**config.mk**
```make
export PLATFORM = sky130hd
export DESIGN_NAME = bitmap_blit_scaled
export DESIGN_NICKNAME = d
export VERILOG_FILES = /design/src/rtl/gpu_pkg.sv /design/src/rtl/blit_addr_gen.sv /design/src/rtl/bitmap_blit_scaled.sv
export SDC_FILE = /design/constraint.sdc
export NUM_CORES = 1
export LEC_CHECK = 0
export ABC_CLOCK_PERIOD_IN_PS = 4600
export BUFFER_PORTS_ARGS = -buffer_cell sky130_fd_sc_hd__buf_2
export CORE_ASPECT_RATIO = 0.9
export CORE_MARGIN = 5
export CORE_UTILIZATION = 55
export CTS_CLUSTER_DIAMETER = 30
export DETAILED_ROUTE_END_ITERATION = 10
export GPL_TIMING_DRIVEN = 0
export PLACE_DENSITY = 0.76
export RECOVER_POWER = 100
export SLEW_MARGIN = 40
export SYNTH_ARGS = -nofsm -noshare
export SYNTH_HDL_FRONTEND = slang
export SYNTH_SLANG_ARGS = --single-unit
```
**constraint.sdc**
```tcl
create_clock -name clk -period 4.6 [get_ports clk]
set_input_delay 0.46 -clock clk [delete_from_list [all_inputs] [get_ports clk]]
set_output_delay 0.46 -clock clk [all_outputs]
set_load 0.05 [all_outputs]
```
**src/rtl/gpu_pkg.sv**
```systemverilog
// Shared GPU pixel-pipeline constants: blitter FSM encodings, bit order and ROM latency.
package gpu_pkg;

  localparam logic [3:0] ST_IDLE  = 4'b0001;
  localparam logic [3:0] ST_FETCH = 4'b0010;
  localparam logic [3:0] ST_DRAW  = 4'b0100;
  localparam logic [3:0] ST_DONE  = 4'b1000;

  // Bitmap words are MSB-first: bit 7 is the leftmost pixel.
  localparam logic [2:0] BIT_FIRST = 3'd7;

  localparam int ROM_LATENCY = 1;

  function automatic int cnt_width(input int n);
    return (n > 1) ? $clog2(n) : 1;
  endfunction

endpackage

```
**src/rtl/blit_addr_gen.sv**
```systemverilog
// Row / sub-row / word walker for the bitmap blitter; produces the registered ROM word address.
module blit_addr_gen
  import gpu_pkg::*;
#(
  parameter int BM_W    = 64,
  parameter int BM_H    = 64,
  parameter int BM_NO_W = 5,
  parameter int SCALE_W = 2,
  parameter int ADDR_W  = 16,
  parameter int ROW_W   = cnt_width(BM_H),
  parameter int WORD_W  = cnt_width(BM_W / 8)
) (
  input  logic               clk,
  input  logic               reset,
  input  logic               start,
  input  logic               advance,
  input  logic [BM_NO_W-1:0] bm_no,
  input  logic [SCALE_W-1:0] scale,
  output logic [ROW_W-1:0]   row,
  output logic [SCALE_W-1:0] sub_row,
  output logic [WORD_W-1:0]  word,
  output logic               last_word,
  output logic [ADDR_W-1:0]  mem_addr
);

  localparam int WPR = BM_W / 8;

  logic [ROW_W-1:0]   row_r, row_s;
  logic [SCALE_W-1:0] sub_r, sub_s;
  logic [WORD_W-1:0]  word_r, word_s;
  logic [ADDR_W-1:0]  base_r, base_s;
  logic [ADDR_W-1:0]  addr_r, addr_s;

  // Next counter values; each row is walked once per sub-row so it is re-fetched.
  always_comb begin
    row_s  = row_r;
    sub_s  = sub_r;
    word_s = word_r;
    base_s = base_r;
    if (start) begin
      row_s  = '0;
      sub_s  = '0;
      word_s = '0;
      base_s = ADDR_W'(bm_no) * ADDR_W'(WPR * BM_H);
    end else if (advance) begin
      if (int'(word_r) == WPR - 1) begin
        word_s = '0;
        if (sub_r == scale) begin
          sub_s = '0;
          row_s = row_r + ROW_W'(1);
        end else begin
          sub_s = sub_r + SCALE_W'(1);
        end
      end else begin
        word_s = word_r + WORD_W'(1);
      end
    end else begin
      word_s = word_r;
    end
    addr_s = base_s + ADDR_W'(row_s) * ADDR_W'(WPR) + ADDR_W'(word_s);
  end

  // Counter and address registers.
  always_ff @(posedge clk) begin
    if (reset) begin
      row_r  <= '0;
      sub_r  <= '0;
      word_r <= '0;
      base_r <= '0;
      addr_r <= '0;
    end else begin
      row_r  <= row_s;
      sub_r  <= sub_s;
      word_r <= word_s;
      base_r <= base_s;
      addr_r <= addr_s;
    end
  end

  assign row       = row_r;
  assign sub_row   = sub_r;
  assign word      = word_r;
  assign mem_addr  = addr_r;
  assign last_word = (int'(row_r) == BM_H - 1) && (sub_r == scale) && (int'(word_r) == WPR - 1);

endmodule

```
**src/rtl/bitmap_blit_scaled.sv**
```systemverilog
// Scaled, clipped 1-bpp bitmap blitter emitting per-pixel coordinates.
// Optional BLIT_OPAQUE_EN adds an opaque mode (every unclipped pixel valid, fg_o carries the bit).
module bitmap_blit_scaled
  import gpu_pkg::*;
#(
  parameter int DATA_WIDTH = 8,
  parameter int BM_W       = 64,
  parameter int BM_H       = 64,
  parameter int BM_NO_W    = 5,
  parameter int SCALE_W    = 2,
  parameter int ADDR_W     = 16
) (
  input  logic                  clk,
  input  logic                  reset,
  input  logic                  clk_en,
  input  logic                  enable,
  input  logic [DATA_WIDTH-1:0] x0,
  input  logic [DATA_WIDTH-1:0] y0,
  input  logic [BM_NO_W-1:0]    bm_no,
  input  logic [SCALE_W-1:0]    scale,
  output logic                  mem_rd,
  output logic [ADDR_W-1:0]     mem_addr,
  input  logic [7:0]            mem_data,
  output logic                  valid,
  output logic [DATA_WIDTH-1:0] x_o,
  output logic [DATA_WIDTH-1:0] y_o,
  output logic                  busy,
  output logic                  done
`ifdef BLIT_OPAQUE_EN
  ,
  input  logic                  opaque,
  output logic                  fg_o
`endif
);

  localparam int ROW_W  = cnt_width(BM_H);
  localparam int WORD_W = cnt_width(BM_W / 8);

  logic [3:0]            state_r;
  logic [1:0]            fetch_cnt_r;
  logic [DATA_WIDTH-1:0] x0_r, y0_r, x_r, y_r;
  logic [SCALE_W-1:0]    scale_r, sx_r;
  logic [7:0]            word_data_r;
  logic [2:0]            bit_r;
  logic                  mem_rd_r, valid_r, busy_r, done_r;
`ifdef BLIT_OPAQUE_EN
  logic                  opaque_r, fg_r;
`endif

  logic [ROW_W-1:0]      row_s;
  logic [SCALE_W-1:0]    sub_row_s;
  logic [WORD_W-1:0]     word_s;
  logic                  last_word_s, start_s, advance_s, last_pix_s, pix_bit_s, show_s;
  logic [15:0]           s_s, col_s, xoff_s, yoff_s;
  logic [DATA_WIDTH:0]   x_s, y_s;

  assign start_s   = (state_r == ST_IDLE) && enable && !done_r;
  assign last_pix_s = (bit_r == 3'd0) && (sx_r == scale_r);
  assign advance_s = (state_r == ST_DRAW) && clk_en && last_pix_s && !last_word_s;

  blit_addr_gen #(
    .BM_W(BM_W), .BM_H(BM_H), .BM_NO_W(BM_NO_W), .SCALE_W(SCALE_W), .ADDR_W(ADDR_W)
  ) u_addr (
    .clk(clk), .reset(reset), .start(start_s), .advance(advance_s), .bm_no(bm_no),
    .scale(scale_r), .row(row_s), .sub_row(sub_row_s), .word(word_s),
    .last_word(last_word_s), .mem_addr(mem_addr)
  );

  // Pixel coordinates carry one extra bit; a set carry means the pixel is off-screen.
  assign s_s       = 16'(scale_r) + 16'd1;
  assign col_s     = 16'(word_s) * 16'd8 + 16'(BIT_FIRST - bit_r);
  assign xoff_s    = col_s * s_s + 16'(sx_r);
  assign yoff_s    = 16'(row_s) * s_s + 16'(sub_row_s);
  assign x_s       = {1'b0, x0_r} + (DATA_WIDTH + 1)'(xoff_s);
  assign y_s       = {1'b0, y0_r} + (DATA_WIDTH + 1)'(yoff_s);
  assign pix_bit_s = word_data_r[bit_r];
`ifdef BLIT_OPAQUE_EN
  assign show_s    = !x_s[DATA_WIDTH] && !y_s[DATA_WIDTH] && (pix_bit_s || opaque_r);
`else
  assign show_s    = !x_s[DATA_WIDTH] && !y_s[DATA_WIDTH] && pix_bit_s;
`endif

  // Control FSM and registered pixel outputs.
  always_ff @(posedge clk) begin
    if (reset) begin
      state_r     <= ST_IDLE;
      fetch_cnt_r <= 2'd0;
      x0_r        <= '0;
      y0_r        <= '0;
      scale_r     <= '0;
      sx_r        <= '0;
      word_data_r <= 8'd0;
      bit_r       <= 3'd0;
      x_r         <= '0;
      y_r         <= '0;
      mem_rd_r    <= 1'b0;
      valid_r     <= 1'b0;
      busy_r      <= 1'b0;
      done_r      <= 1'b0;
`ifdef BLIT_OPAQUE_EN
      opaque_r    <= 1'b0;
      fg_r        <= 1'b0;
`endif
    end else begin
      mem_rd_r <= 1'b0;
      valid_r  <= 1'b0;
      done_r   <= 1'b0;
      case (state_r)
        ST_IDLE: begin
          if (start_s) begin
            x0_r        <= x0;
            y0_r        <= y0;
            scale_r     <= scale;
`ifdef BLIT_OPAQUE_EN
            opaque_r    <= opaque;
`endif
            busy_r      <= 1'b1;
            mem_rd_r    <= 1'b1;
            fetch_cnt_r <= 2'd0;
            state_r     <= ST_FETCH;
          end
        end
        ST_FETCH: begin
          if (int'(fetch_cnt_r) == ROM_LATENCY) begin
            word_data_r <= mem_data;
            bit_r       <= BIT_FIRST;
            sx_r        <= '0;
            fetch_cnt_r <= 2'd0;
            state_r     <= ST_DRAW;
          end else begin
            fetch_cnt_r <= fetch_cnt_r + 2'd1;
          end
        end
        ST_DRAW: begin
          if (clk_en) begin
            valid_r <= show_s;
            if (show_s) begin
              x_r  <= x_s[DATA_WIDTH-1:0];
              y_r  <= y_s[DATA_WIDTH-1:0];
`ifdef BLIT_OPAQUE_EN
              fg_r <= pix_bit_s;
`endif
            end
            if (sx_r == scale_r) begin
              sx_r  <= '0;
              bit_r <= bit_r - 3'd1;
            end else begin
              sx_r  <= sx_r + SCALE_W'(1);
            end
            if (last_pix_s) begin
              if (last_word_s) begin
                state_r <= ST_DONE;
              end else begin
                mem_rd_r <= 1'b1;
                state_r  <= ST_FETCH;
              end
            end
          end
        end
        ST_DONE: begin
          done_r  <= 1'b1;
          busy_r  <= 1'b0;
          state_r <= ST_IDLE;
        end
        default: state_r <= ST_IDLE;
      endcase
    end
  end

  assign mem_rd = mem_rd_r;
  assign valid  = valid_r;
  assign x_o    = x_r;
  assign y_o    = y_r;
  assign busy   = busy_r;
  assign done   = done_r;
`ifdef BLIT_OPAQUE_EN
  assign fg_o   = fg_r;
`endif

endmodule

```
==> impl_summary.log, run 1 <==
[metrics] number of clock buffers inserted by TritonCTS: 9
[metrics] capturing element type of the critical path: flip-flop
[metrics] starting density of the core: 56.1%
[metrics] half-perimeter wire length after placement: 11.0 mm
[metrics] number of buffers added to fix hold violations after cts: 0
[metrics] leakage: 2.91 nW
[metrics] DRC violations left: 0
[metrics] fraction of synthesized cell area taken by the top area cell type: 33.2%
[metrics] Hold Crit Class: in -> reg
[metrics] number of synthesized flops with an enable pin: 0
[metrics] final cycle utilization of the critical path: 92.8%
[metrics] number of instances in the synthesized netlist: 705
[metrics] First DRT Iteration DRCs: 317
[metrics] count of pins on the block boundary: 71
[metrics] max-slew violations: 0
[metrics] via count: 5119
[metrics] biggest fanout along the worst timing path: 10
[metrics] net switching power of the design: 0.512 mW
[metrics] share of final-layout standard cells stronger than drive strength 1: 8.22%
[metrics] top area cells in the synthesized netlist: sky130_fd_sc_hd__dfxtp_1 (33%), sky130_fd_sc_hd__ha_1 (8.9%), sky130_fd_sc_hd__fa_1 (8.3%)
[metrics] die width: 120 µm
[metrics] total routing usage reported by global routing: 22.5%
[metrics] Clock Skews: 9.33 ps
[metrics] Tightest Pin Transition: 825 ps
[metrics] async set-reset flop share out of synthesis: 0%
[metrics] H-tree Lvls: 3
[metrics] number of port buffers: 69
[metrics] first-pass GRT wire length: 23.9 mm
[metrics] relative contribution of sequential cells to total power: 46.6%
[metrics] post-place setup slack: -100 ps
[metrics] Total Die Area: 0.0132 mm²
[metrics] power density cells: 282 mW/mm²
[metrics] number of different library cells in the post-synthesis netlist: 56
[metrics] count of TritonRoute iterations in the first routing pass: 5
[metrics] largest net degree at the start of global routing: 17
[metrics] clk sinks: 100
[metrics] vias in the first global route: 5143
[metrics] Longest Clk Path Bufs: 2
[metrics] internal power component: 1.42 mW
[metrics] GR Layer Usage met2: 40.6%
[metrics] latest clock arrival within the worst-skew pair: 340 ps
[metrics] area growth from synthesis to final layout: 13.3%
[metrics] detailed-route wire length per cell: 15.5 µm
[metrics] setup repair after global routing missed its margin: no
[metrics] WP data required: 4810 ps
[metrics] Most used DFF post-synth: sky130_fd_sc_hd__dfxtp_1
[metrics] most frequent cells in the layout: sky130_fd_sc_hd__dfxtp_1 (98), sky130_fd_sc_hd__nand2_1 (66), sky130_fd_sc_hd__inv_1 (65), sky130_fd_sc_hd__a21oi_1 (65), sky130_fd_sc_hd__clkbuf_1 (64)
[metrics] root cell of the clock tree: sky130_fd_sc_hd__clkbuf_16
[metrics] worst setup margin: 332 ps
[metrics] Synth area leader: sky130_fd_sc_hd__dfxtp_1
[metrics] most common cell after layout, fill and taps aside: sky130_fd_sc_hd__dfxtp_1
[metrics] register-to-register path setup slack: 330 ps
[metrics] clock tree from TritonCTS: built
[metrics] global-route track usage on met1: 27.1%
[metrics] status: complete, no violations
[metrics] initial antenna violation count: 0
[metrics] final layout net count: 889
[metrics] last weighted congestion value of the routability-driven placer: 0.890
[metrics] summed instance area of the synthesized netlist: 0.00604 mm²
[metrics] detail-routed via count per cell: 5.54
[metrics] number of antenna repair diodes: 0
[metrics] CP endpoint: u_addr.mem_addr[14]$_SDFF_PP0_
[metrics] max-capacitance violation count: 0
[metrics] Synth Warn #: 0
[metrics] vertical extent of the die: 109 µm
[metrics] largest voltage drop on the vdd net: 0.241 mV
[metrics] Worst Setup SP: state_r[0]$_SDFFE_PP1P_
[metrics] met3 track utilization from global routing: 4.22%
[metrics] share of total power consumed by net switching: 26.5%
[metrics] Post-Syn Area per Cell: 8.56 µm²
[metrics] setup TNS: 0 ps
[metrics] Clock Power Share: 40.1%
[metrics] Post-DRT Antenna Nets: 0
[metrics] Finish-stage setup viols: 0
[metrics] startpoint of the lowest-slack register-to-register path: state_r[0]$_SDFFE_PP1P_
[metrics] crit path time final: 4270 ps
[metrics] num rows: 36
[metrics] Final Hold Violating Endpoints: 0
[metrics] category of the most critical setup path: reg -> reg
[metrics] clock input transition at the sequential cells of the worst setup and hold paths: 70 ps
[metrics] sum of routed wire length over all layers: 14.3 mm
[metrics] Critical Path AT: 4480 ps
[metrics] cell count of the worst reg-to-reg path: 13
[metrics] combinational share of power: 13.2%
[metrics] highest clock frequency the design can meet: 234 MHz
[metrics] Filler Cells Inserted: 935
[metrics] Worst R2R End: u_addr.mem_addr[14]$_SDFF_PP0_
[metrics] sequential cell area fraction in the yosys report: 33.2%
[metrics] Post-Syn Nets: 808
[metrics] GRT Residual Overflow: 0
[metrics] relative slew slack: 44.2%
[metrics] kind of start point of the critical path: flip-flop
[metrics] Hold Path Origin: y0[4]
[metrics] floorplan core area: 0.0108 mm²
[metrics] number of register bits inferred by synthesis: 100
[metrics] GRT Max-Usage Layer: met2
-- logic make-up after synthesis --
family / share of synthesized area, %
DFF: 33.2
adders and majority gates: 17.2
AOI/OAI and AO/OA: 14.0
buffers and inverters: 6.32
and+or+nand+nor: 21.4
muxes: 2.88
xor gates and xnor gates: 5.06
-- how the worst min path moves through the flow --
| stage | depth (start not counted) | slack [ps] | end |
|---|---|---|---|
| floorplan | 2 | 410 | fetch_cnt_r[1]$_SDFFE_PP0P_ |
| global placement | 2 | 420 | fetch_cnt_r[1]$_SDFFE_PP0P_ |
| detailed placement | 2 | 430 | fetch_cnt_r[1]$_SDFFE_PP0P_ |
| CTS | 3 | 340 | y0_r[7]$_SDFFE_PP0P_ |
| global route | 3 | 340 | y0_r[4]$_SDFFE_PP0P_ |
| finish | 3 | 350 | y0_r[4]$_SDFFE_PP0P_ |
-- synthesized netlist by cell type, drive strengths merged, types with 3 or more instances --
cell and n:
buf 8, and2 38, a21oi 65, nor2 50, a211o 3, o211ai 4, nand4 4, dfxtp 100
o21ai 23, nand2 66, nor4 3, nor3 11, o21a 4, nor2b 23, ha 43, a211oi 6
clkbuf 25, o31ai 3, xor2 13, nand3 31, fa 25, inv 65, xnor2 21, mux2i 14
nor4b 7, nand2b 7, a311oi 4, a21o 8, and3 5
-- flip-flops by register name, indices dropped and copies added (netlist names), 4 cells and up --
register         flops
y0_r                 8
u_addr.row           6
y_o                  8
x0_r                 8
u_addr.base_r       16
word_data_r          8
u_addr.mem_addr     16
state_r              4
x_o                  8
-- per-stage QoR --
step / power, mW / instances / instance area (µm²) / hold slack (ps) / utilization, %
after floorplan: 1.10 / 705 / 6040 / 415 / -
after global placement: 1.16 / 907 / 6550 / 424 / 60.8
after detailed placement: 1.17 / 908 / 6560 / 434 / 60.9
after CTS: 1.95 / 925 / 6870 / 342 / 63.9
after global routing: 2.01 / 924 / 6840 / 340 / 63.6
final: 1.93 / 924 / 6840 / 346 / 63.6
-- worst max-delay path, cell delays in order, from the launching register on --
cell and delay, ps:
sky130_fd_sc_hd__dfxtp_1 450, sky130_fd_sc_hd__nor4b_1 460, sky130_fd_sc_hd__nor2b_1 190, sky130_fd_sc_hd__clkbuf_1 500, sky130_fd_sc_hd__clkbuf_1 380, sky130_fd_sc_hd__nor2_1 120
sky130_fd_sc_hd__ha_1 220, sky130_fd_sc_hd__fa_1 430, sky130_fd_sc_hd__a211o_1 360, sky130_fd_sc_hd__a211oi_1 210, sky130_fd_sc_hd__o221ai_1 310, sky130_fd_sc_hd__nand3_1 220
sky130_fd_sc_hd__xor2_1 160, sky130_fd_sc_hd__o21ai_0 110
-- metal layers --
metal | vias up | wire [µm]
li1 | 2541 | -
met1 | 2379 | 6130
met2 | 168 | 6980
met4 | 0 | 345
met3 | 31 | 847
met5 | - | 0
-- power groups by stage --
stage               Combinational [mW]  Sequential [mW]  Clock, mW
floorplan                        0.167            0.931          0
global placement                 0.245            0.918          0
detailed placement               0.254            0.919          0
CTS                              0.257            0.899      0.790
global route                     0.287            0.902      0.825
finish                           0.256            0.900      0.774
-- repair_timing --
item,CTS,global route
resized for setup,2,5
buffers inserted,1,0
endpoints found under the setup margin,16,22
-- cell type report --
cell class,instances,area (µm²),share of cell area [%]
Inverter,65,244,3.57
Timing Repair Buffer,71,312,4.55
Clock inverter,4,56.3,0.823
Multi-Input combinational cell,507,3680,53.7
Tap cell,133,166,2.43
Buffer,32,136,1.99
Sequential cell,100,2000,29.3
Clock buffer,12,246,3.60
(Power assumes the default switching activity.)
==> run 2: changes to the inputs <==
- CORE_UTILIZATION: 55 -> 59
- PLACE_DENSITY: 0.76 -> 0.81
==> impl_summary.log, run 2 (synthesis results as in run 1) <==
[metrics] status: complete, no violations (unchanged)
[metrics] WP data required: 4810 ps (about the same)
[metrics] Filler Cells Inserted: 860 (was 935)
[metrics] register cell area after layout: 0.00200 mm² (unchanged)
[metrics] area post-placement: 0.00655 mm² (was 0.00656 mm²)
[metrics] biggest fanout along the worst timing path: 10 (unchanged)
[metrics] vertical extent of the die: 106 µm (was 109 µm)
[metrics] initial antenna violation count: 0 (unchanged)
[metrics] clk sinks: 100 (unchanged)
[metrics] Min-Delay Path Depth: 3 (unchanged)
[metrics] final layout net count: 890 (was 889)
[metrics] floorplan core area: 0.0101 mm² (was 0.0108 mm²)
[metrics] Post-DRT Antenna Nets: 0 (unchanged)
[metrics] sum of routed wire length over all layers: 14.8 mm (was 14.3 mm)
[metrics] leakage: 2.90 nW (was 2.91 nW)
[metrics] category of the most critical setup path: reg -> reg (unchanged)
[metrics] number of clock buffers inserted by TritonCTS: 9 (unchanged)
[metrics] Post-Layout Cell Count: 918 (was 924)
[metrics] capturing element type of the critical path: flip-flop (unchanged)
[metrics] Worst R2R End: u_addr.mem_addr[14]$_SDFF_PP0_ (unchanged)
[metrics] relative slew slack: 37.7% (was 44.2%)
[metrics] Clock Skews: 6.57 ps (was 9.33 ps)
[metrics] Hold Path Origin: y0[2] (was y0[4])
[metrics] DRC violations left: 0 (unchanged)
[metrics] die width: 117 µm (was 120 µm)
[metrics] detailed-route wire length per cell: 16.2 µm (was 15.5 µm)
[metrics] share of final-layout standard cells stronger than drive strength 1: 8.37% (was 8.22%)
[metrics] last weighted congestion value of the routability-driven placer: 0.891 (was 0.890)
[metrics] number of antenna repair diodes: 0 (unchanged)
[metrics] worst setup margin: 330 ps (was 332 ps)
[metrics] count of pins on the block boundary: 71 (unchanged)
[metrics] GRT Residual Overflow: 0 (unchanged)
[metrics] Finish-stage setup viols: 0 (unchanged)
[metrics] root cell of the clock tree: sky130_fd_sc_hd__clkbuf_16 (unchanged)
[metrics] most frequent cells in the layout: sky130_fd_sc_hd__dfxtp_1 (98), sky130_fd_sc_hd__nand2_1 (66), sky130_fd_sc_hd__inv_1 (65), sky130_fd_sc_hd__a21oi_1 (65), sky130_fd_sc_hd__clkbuf_1 (60) (was sky130_fd_sc_hd__dfxtp_1 (98), sky130_fd_sc_hd__nand2_1 (66), sky130_fd_sc_hd__inv_1 (65), sky130_fd_sc_hd__a21oi_1 (65), sky130_fd_sc_hd__clkbuf_1 (64))
[metrics] via count: 5199 (was 5119)
[metrics] latest clock arrival within the worst-skew pair: 340 ps (about the same)
[metrics] half-perimeter wire length after placement: 11.4 mm (was 11.0 mm)
[metrics] cell count of the worst reg-to-reg path: 13 (unchanged)
[metrics] num rows: 35 (was 36)
[metrics] Placed Cells incl. Taps: 904 (was 908)
[metrics] final cycle utilization of the critical path: 92.8% (about the same)
[metrics] vias in the first global route: 5402 (was 5143)
[metrics] max-slew violations: 0 (unchanged)
[metrics] first-pass GRT wire length: 24.9 mm (was 23.9 mm)
[metrics] register-to-register path setup slack: 330 ps (about the same)
[metrics] clock tree from TritonCTS: built (unchanged)
[metrics] startpoint of the lowest-slack register-to-register path: state_r[0]$_SDFFE_PP1P_ (unchanged)
[metrics] max-capacitance violation count: 0 (unchanged)
[metrics] setup repair after global routing missed its margin: no (unchanged)
[metrics] area growth from synthesis to final layout: 12.7% (was 13.3%)
[metrics] Longest Clk Path Bufs: 2 (unchanged)
[metrics] Tightest Pin Transition: 921 ps (was 825 ps)
[metrics] post-route standard cell area excluding fillers: 0.00681 mm² (was 0.00684 mm²)
[metrics] final hold slack: 346 ps (about the same)
[metrics] count of TritonRoute iterations in the first routing pass: 6 (was 5)
[metrics] highest clock frequency the design can meet: 234 MHz (about the same)
[metrics] power density cells: 273 mW/mm² (was 282 mW/mm²)
[metrics] starting density of the core: 59.7% (was 56.1%)
[metrics] detail-routed via count per cell: 5.66 (was 5.54)
[metrics] largest voltage drop on the vdd net: 0.253 mV (was 0.241 mV)
[metrics] Final Hold Violating Endpoints: 0 (unchanged)
[metrics] Total Die Area: 0.0124 mm² (was 0.0132 mm²)
[metrics] kind of start point of the critical path: flip-flop (unchanged)
[metrics] crit path time final: 4270 ps (about the same)
[metrics] largest net degree at the start of global routing: 16 (was 17)
[metrics] Hold Crit Class: in -> reg (unchanged)
[metrics] Critical Path AT: 4480 ps (about the same)
[metrics] total routing usage reported by global routing: 25.0% (was 22.5%)
[metrics] Hold Crit Endpoint: y0_r[2]$_SDFFE_PP0P_ (was y0_r[4]$_SDFFE_PP0P_)
[metrics] most common cell after layout, fill and taps aside: sky130_fd_sc_hd__dfxtp_1 (unchanged)
[metrics] total area of multi-input combinational cells: 0.00368 mm² (about the same)
[metrics] First DRT Iteration DRCs: 363 (was 317)
[metrics] clock input transition at the sequential cells of the worst setup and hold paths: 70 ps (about the same)
[metrics] number of port buffers: 69 (unchanged)
[metrics] H-tree Lvls: 3 (unchanged)
[metrics] post-place setup slack: -66.1 ps (was -100 ps)
==> run 2: changes by cell type in the layout (fill, tap and decap cells not counted), moves of 2 or more <==
cell,previous run,this run
sky130_fd_sc_hd__clkbuf_1,64,60
sky130_fd_sc_hd__o21ai_0,16,13
sky130_fd_sc_hd__buf_1,1,3
sky130_fd_sc_hd__buf_2,36,38
sky130_fd_sc_hd__o21ai_1,7,9
==> run 2: area by class of cell <==
class | count | share of cell area, %
clock inverters | 3 | 0.368
repair buffers | 72 | 4.69
multi-input cells | 507 | 54.1
inverters | 65 | 3.58
plain buffers | 32 | 1.97
clock buffers | 10 | 3.51
flip-flops and latches | 100 | 29.4
well taps | 129 | 2.37
==> run 2: where the power goes <==
part,internal [mW],leakage (nW),switching (mW)
clock network,0.375,0.127,0.322
logic,0.0915,1.96,0.167
registers,0.885,0.811,0.0148
total,1.35,2.90,0.503
==> run 2: per-stage QoR <==
| step | power [mW] | utilization [%] | setup TNS (ps) |
|---|---|---|---|
| CTS | 1.87 | 67.6 | 0 |
| finish | 1.86 | 67.3 | 0 |
| global placement | 1.16 | 64.7 | 0 |
| floorplan | 1.10 | - | 0 |
| detailed placement | 1.17 | 64.8 | -421 |
| global route | 1.94 | 67.3 | 0 |
==> run 2: metal layers <==
layer	vias to the layer above	part of all wire, %	GRT usage (%)	routed length [µm]
li1	2531	-	-	-
met1	2465	41	30.8	6150
met2	171	50	42.9	7380
met3	32	5.6	4.15	834
met4	0	3.1	10.4	465
met5	-	0	0	0
==> run 2: worst max-delay path: stages, from the launching register on <==
cell and delay [ps]:
sky130_fd_sc_hd__dfxtp_1 450, sky130_fd_sc_hd__nor4b_1 470, sky130_fd_sc_hd__nor2b_1 190, sky130_fd_sc_hd__clkbuf_1 450, sky130_fd_sc_hd__clkbuf_1 390, sky130_fd_sc_hd__nor2_1 100, sky130_fd_sc_hd__ha_1 230, sky130_fd_sc_hd__fa_1 430
sky130_fd_sc_hd__a211o_1 360, sky130_fd_sc_hd__a211oi_1 240, sky130_fd_sc_hd__o221ai_1 330, sky130_fd_sc_hd__nand3_1 200, sky130_fd_sc_hd__xor2_1 170, sky130_fd_sc_hd__o21ai_0 120
==> run 2: timing repair <==
item	CTS	global route
hold buffers	0	0
resized for setup	1	6
endpoints found under the setup margin	13	17
setup buffers	2	0
==> run 2: worst max-delay path by stage <==
stage | from | to | slack (ps) | depth (start not counted)
detailed placement | scale_r[1]$_SDFFE_PP0P_ | x_o[3]$_SDFFE_PP0P_ | -70 | 16
global route | scale_r[1]$_SDFFE_PP0P_ | y_o[7]$_SDFFE_PP0P_ | 5 | 16
CTS | scale_r[1]$_SDFFE_PP0P_ | y_o[6]$_SDFFE_PP0P_ | 6 | 16
finish | state_r[0]$_SDFFE_PP1P_ | u_addr.mem_addr[14]$_SDFF_PP0_ | 330 | 13
global placement | scale_r[1]$_SDFFE_PP0P_ | x_o[7]$_SDFFE_PP0P_ | 90 | 16
floorplan | scale_r[1]$_SDFFE_PP0P_ | x_o[7]$_SDFFE_PP0P_ | 490 | 16
==> run 3: changes to the inputs <==
- GPL_TIMING_DRIVEN: 0 -> default
==> impl_summary.log, run 3 (synthesis results as in run 1) <==
[metrics] crit path time final: 4290 ps (was 4270 ps)
[metrics] GRT Residual Overflow: 0 (unchanged)
[metrics] highest clock frequency the design can meet: 233 MHz (was 234 MHz)
[metrics] net switching power of the design: 0.514 mW (was 0.503 mW)
[metrics] largest net degree at the start of global routing: 58 (was 16)
[metrics] worst setup margin: 313 ps (was 330 ps)
[metrics] clock tree from TritonCTS: built (unchanged)
[metrics] Final Hold Violating Endpoints: 0 (unchanged)
[metrics] biggest fanout along the worst timing path: 12 (was 10)
[metrics] status: complete, but fails checks (was complete, no violations)
[metrics] final layout net count: 869 (was 890)
[metrics] share of total power consumed by net switching: 26.1% (was 27.1%)
[metrics] Clock Skews: 8.34 ps (was 6.57 ps)
[metrics] area growth from synthesis to final layout: 12.7% (about the same)
[metrics] DRC violations left: 0 (unchanged)
[metrics] Placed Cells incl. Taps: 881 (was 904)
[metrics] Post-DRT Antenna Nets: 0 (unchanged)
[metrics] clk sinks: 100 (unchanged)
[metrics] number of clock buffers inserted by TritonCTS: 9 (unchanged)
[metrics] most frequent cells in the layout: sky130_fd_sc_hd__dfxtp_1 (99), sky130_fd_sc_hd__nand2_1 (66), sky130_fd_sc_hd__inv_1 (65), sky130_fd_sc_hd__a21oi_1 (65), sky130_fd_sc_hd__nor2_1 (50) (was sky130_fd_sc_hd__dfxtp_1 (98), sky130_fd_sc_hd__nand2_1 (66), sky130_fd_sc_hd__inv_1 (65), sky130_fd_sc_hd__a21oi_1 (65), sky130_fd_sc_hd__clkbuf_1 (60))
[metrics] CP endpoint: y_o[5]$_SDFFE_PP0P_ (was u_addr.mem_addr[14]$_SDFF_PP0_)
[metrics] Tightest Pin Transition: 2470 ps (was 921 ps)
[metrics] share of final-layout standard cells stronger than drive strength 1: 8.56% (was 8.37%)
[metrics] Longest Clk Path Bufs: 2 (unchanged)
[metrics] detail-routed via count per cell: 5.55 (was 5.66)
[metrics] final cycle utilization of the critical path: 93.2% (was 92.8%)
[metrics] num rows: 35 (unchanged)
[metrics] register-to-register path setup slack: 310 ps (was 330 ps)
[metrics] sum of routed wire length over all layers: 13.6 mm (was 14.8 mm)
[metrics] relative contribution of sequential cells to total power: 45.5% (was 48.5%)
[metrics] internal power component: 1.46 mW (was 1.35 mW)
[metrics] Post-Layout Cell Count: 900 (was 918)
[metrics] number of port buffers: 70 (was 69)
[metrics] Total Die Area: 0.0124 mm² (unchanged)
[metrics] detailed-route wire length per cell: 15.1 µm (was 16.2 µm)
[metrics] max-slew violations: 58 (was 0)
[metrics] starting density of the core: 59.7% (unchanged)
[metrics] most common cell after layout, fill and taps aside: sky130_fd_sc_hd__dfxtp_1 (unchanged)
[metrics] WP data required: 4850 ps (was 4810 ps)
[metrics] failing checks: capacitance limit, slew limit
[metrics] vias in the first global route: 5062 (was 5402)
[metrics] half-perimeter wire length after placement: 10.2 mm (was 11.4 mm)
[metrics] die width: 117 µm (unchanged)
[metrics] latest clock arrival within the worst-skew pair: 350 ps (was 340 ps)
[metrics] last weighted congestion value of the routability-driven placer: 0.846 (was 0.891)
[metrics] H-tree Lvls: 3 (unchanged)
[metrics] vertical extent of the die: 106 µm (unchanged)
[metrics] cell count of the worst reg-to-reg path: 16 (was 13)
[metrics] count of TritonRoute iterations in the first routing pass: 4 (was 6)
[metrics] capturing element type of the critical path: flip-flop (unchanged)
[metrics] max-capacitance violation count: 1 (was 0)
[metrics] Hold Crit Class: in -> reg (unchanged)
[metrics] count of pins on the block boundary: 71 (unchanged)
[metrics] Worst Setup SP: scale_r[1]$_SDFFE_PP0P_ (was state_r[0]$_SDFFE_PP1P_)
[metrics] Finish-stage setup viols: 0 (unchanged)
[metrics] number of antenna repair diodes: 0 (unchanged)
[metrics] total routing usage reported by global routing: 22.3% (was 25.0%)
[metrics] kind of start point of the critical path: flip-flop (unchanged)
[metrics] Worst R2R End: y_o[5]$_SDFFE_PP0P_ (was u_addr.mem_addr[14]$_SDFF_PP0_)
[metrics] clock input transition at the sequential cells of the worst setup and hold paths: 70 ps (about the same)
[metrics] Critical Path AT: 4540 ps (was 4480 ps)
[metrics] setup repair after global routing missed its margin: no (unchanged)
[metrics] area post-placement: 0.00650 mm² (was 0.00655 mm²)
[metrics] post-place setup slack: 146 ps (was -66.1 ps)
[metrics] post-route standard cell area excluding fillers: 0.00680 mm² (was 0.00681 mm²)
[metrics] floorplan core area: 0.0101 mm² (unchanged)
[metrics] first-pass GRT wire length: 22.5 mm (was 24.9 mm)
[metrics] via count: 4991 (was 5199)
[metrics] initial antenna violation count: 0 (unchanged)
[metrics] power density cells: 290 mW/mm² (was 273 mW/mm²)
[metrics] leakage: 2.89 nW (was 2.90 nW)
[metrics] startpoint of the lowest-slack register-to-register path: scale_r[1]$_SDFFE_PP0P_ (was state_r[0]$_SDFFE_PP1P_)
[metrics] largest voltage drop on the vdd net: 0.324 mV (was 0.253 mV)
[metrics] root cell of the clock tree: sky130_fd_sc_hd__clkbuf_16 (unchanged)
[metrics] final hold slack: 344 ps (was 346 ps)
[metrics] relative slew slack: -64.5% (was 37.7%)
[metrics] combinational share of power: 12.5% (was 13.9%)
[metrics] category of the most critical setup path: reg -> reg (unchanged)
[metrics] Clock Power Share: 41.9% (was 37.6%)
[metrics] setup TNS: 0 ps (unchanged)
[metrics] First DRT Iteration DRCs: 267 (was 363)
run 3: power groups by stage:
stage | Combinational [mW] | Clock (mW) | Sequential [mW]
after floorplan | 0.167 | 0 | 0.931
after global placement | 0.240 | 0 | 0.917
after detailed placement | 0.249 | 0 | 0.918
after CTS | 0.251 | 0.839 | 0.898
after global routing | 0.277 | 0.877 | 0.900
final | 0.247 | 0.827 | 0.898
run 3: repair_timing:
action / in CTS / in global routing
resized for setup: 0 / 4
setup endpoints to repair: 0 / 16
setup buffers: 0 / 3
hold buffers: 0 / 0
run 3: final cells by class:
cell class,instances,area [µm²]
fillers,825,3310
well taps,129,161
flip-flops and latches,100,2000
repair buffers,83,379
multi-input cells,507,3690
clock buffers,10,229
inverters,65,244
clock inverters,6,96.3
run 3: how the worst min path moves through the flow:
stage,start,endpoint,slack [ps],depth (start not counted)
floorplan,fetch_cnt_r[1]$_SDFFE_PP0P_,fetch_cnt_r[1]$_SDFFE_PP0P_,410,2
global placement,fetch_cnt_r[1]$_SDFFE_PP0P_,fetch_cnt_r[1]$_SDFFE_PP0P_,420,2
detailed placement,u_addr.base_r[4]$_SDFF_PP0_,u_addr.base_r[4]$_SDFF_PP0_,440,1
CTS,y0[3],y0_r[3]$_SDFFE_PP0P_,340,3
global route,y0[4],y0_r[4]$_SDFFE_PP0P_,340,3
finish,y0[3],y0_r[3]$_SDFFE_PP0P_,340,3
run 3: metrics by stage:
stage,total power [mW],util [%]
after global placement,1.16,64.2
after detailed placement,1.17,64.3
final,1.97,67.2
after global routing,2.05,67.2
after floorplan,1.10,-
after CTS,1.99,67.5
run 3: metal layers:
layer | GRT usage, % | share of wire, % | vias up
li1 | - | - | 2504
met1 | 26.3 | 43 | 2337
met2 | 39.8 | 50 | 125
met3 | 4.95 | 5.1 | 25
met4 | 6.96 | 2.0 | 0
met5 | 0 | 0 | -
run 3: critical path, cell delays in order (launching register included):
cell and delay (ps):
sky130_fd_sc_hd__dfxtp_2 390, sky130_fd_sc_hd__ha_2 350, sky130_fd_sc_hd__and2_1 190, sky130_fd_sc_hd__ha_1 310, sky130_fd_sc_hd__fa_1 540, sky130_fd_sc_hd__inv_1 50, sky130_fd_sc_hd__fa_1 490, sky130_fd_sc_hd__inv_1 40
sky130_fd_sc_hd__ha_1 340, sky130_fd_sc_hd__a21oi_1 160, sky130_fd_sc_hd__o21ai_1 150, sky130_fd_sc_hd__o31ai_4 400, sky130_fd_sc_hd__xor2_2 160, sky130_fd_sc_hd__buf_4 180, sky130_fd_sc_hd__buf_4 170, sky130_fd_sc_hd__nand3_1 80
sky130_fd_sc_hd__a21oi_1 180
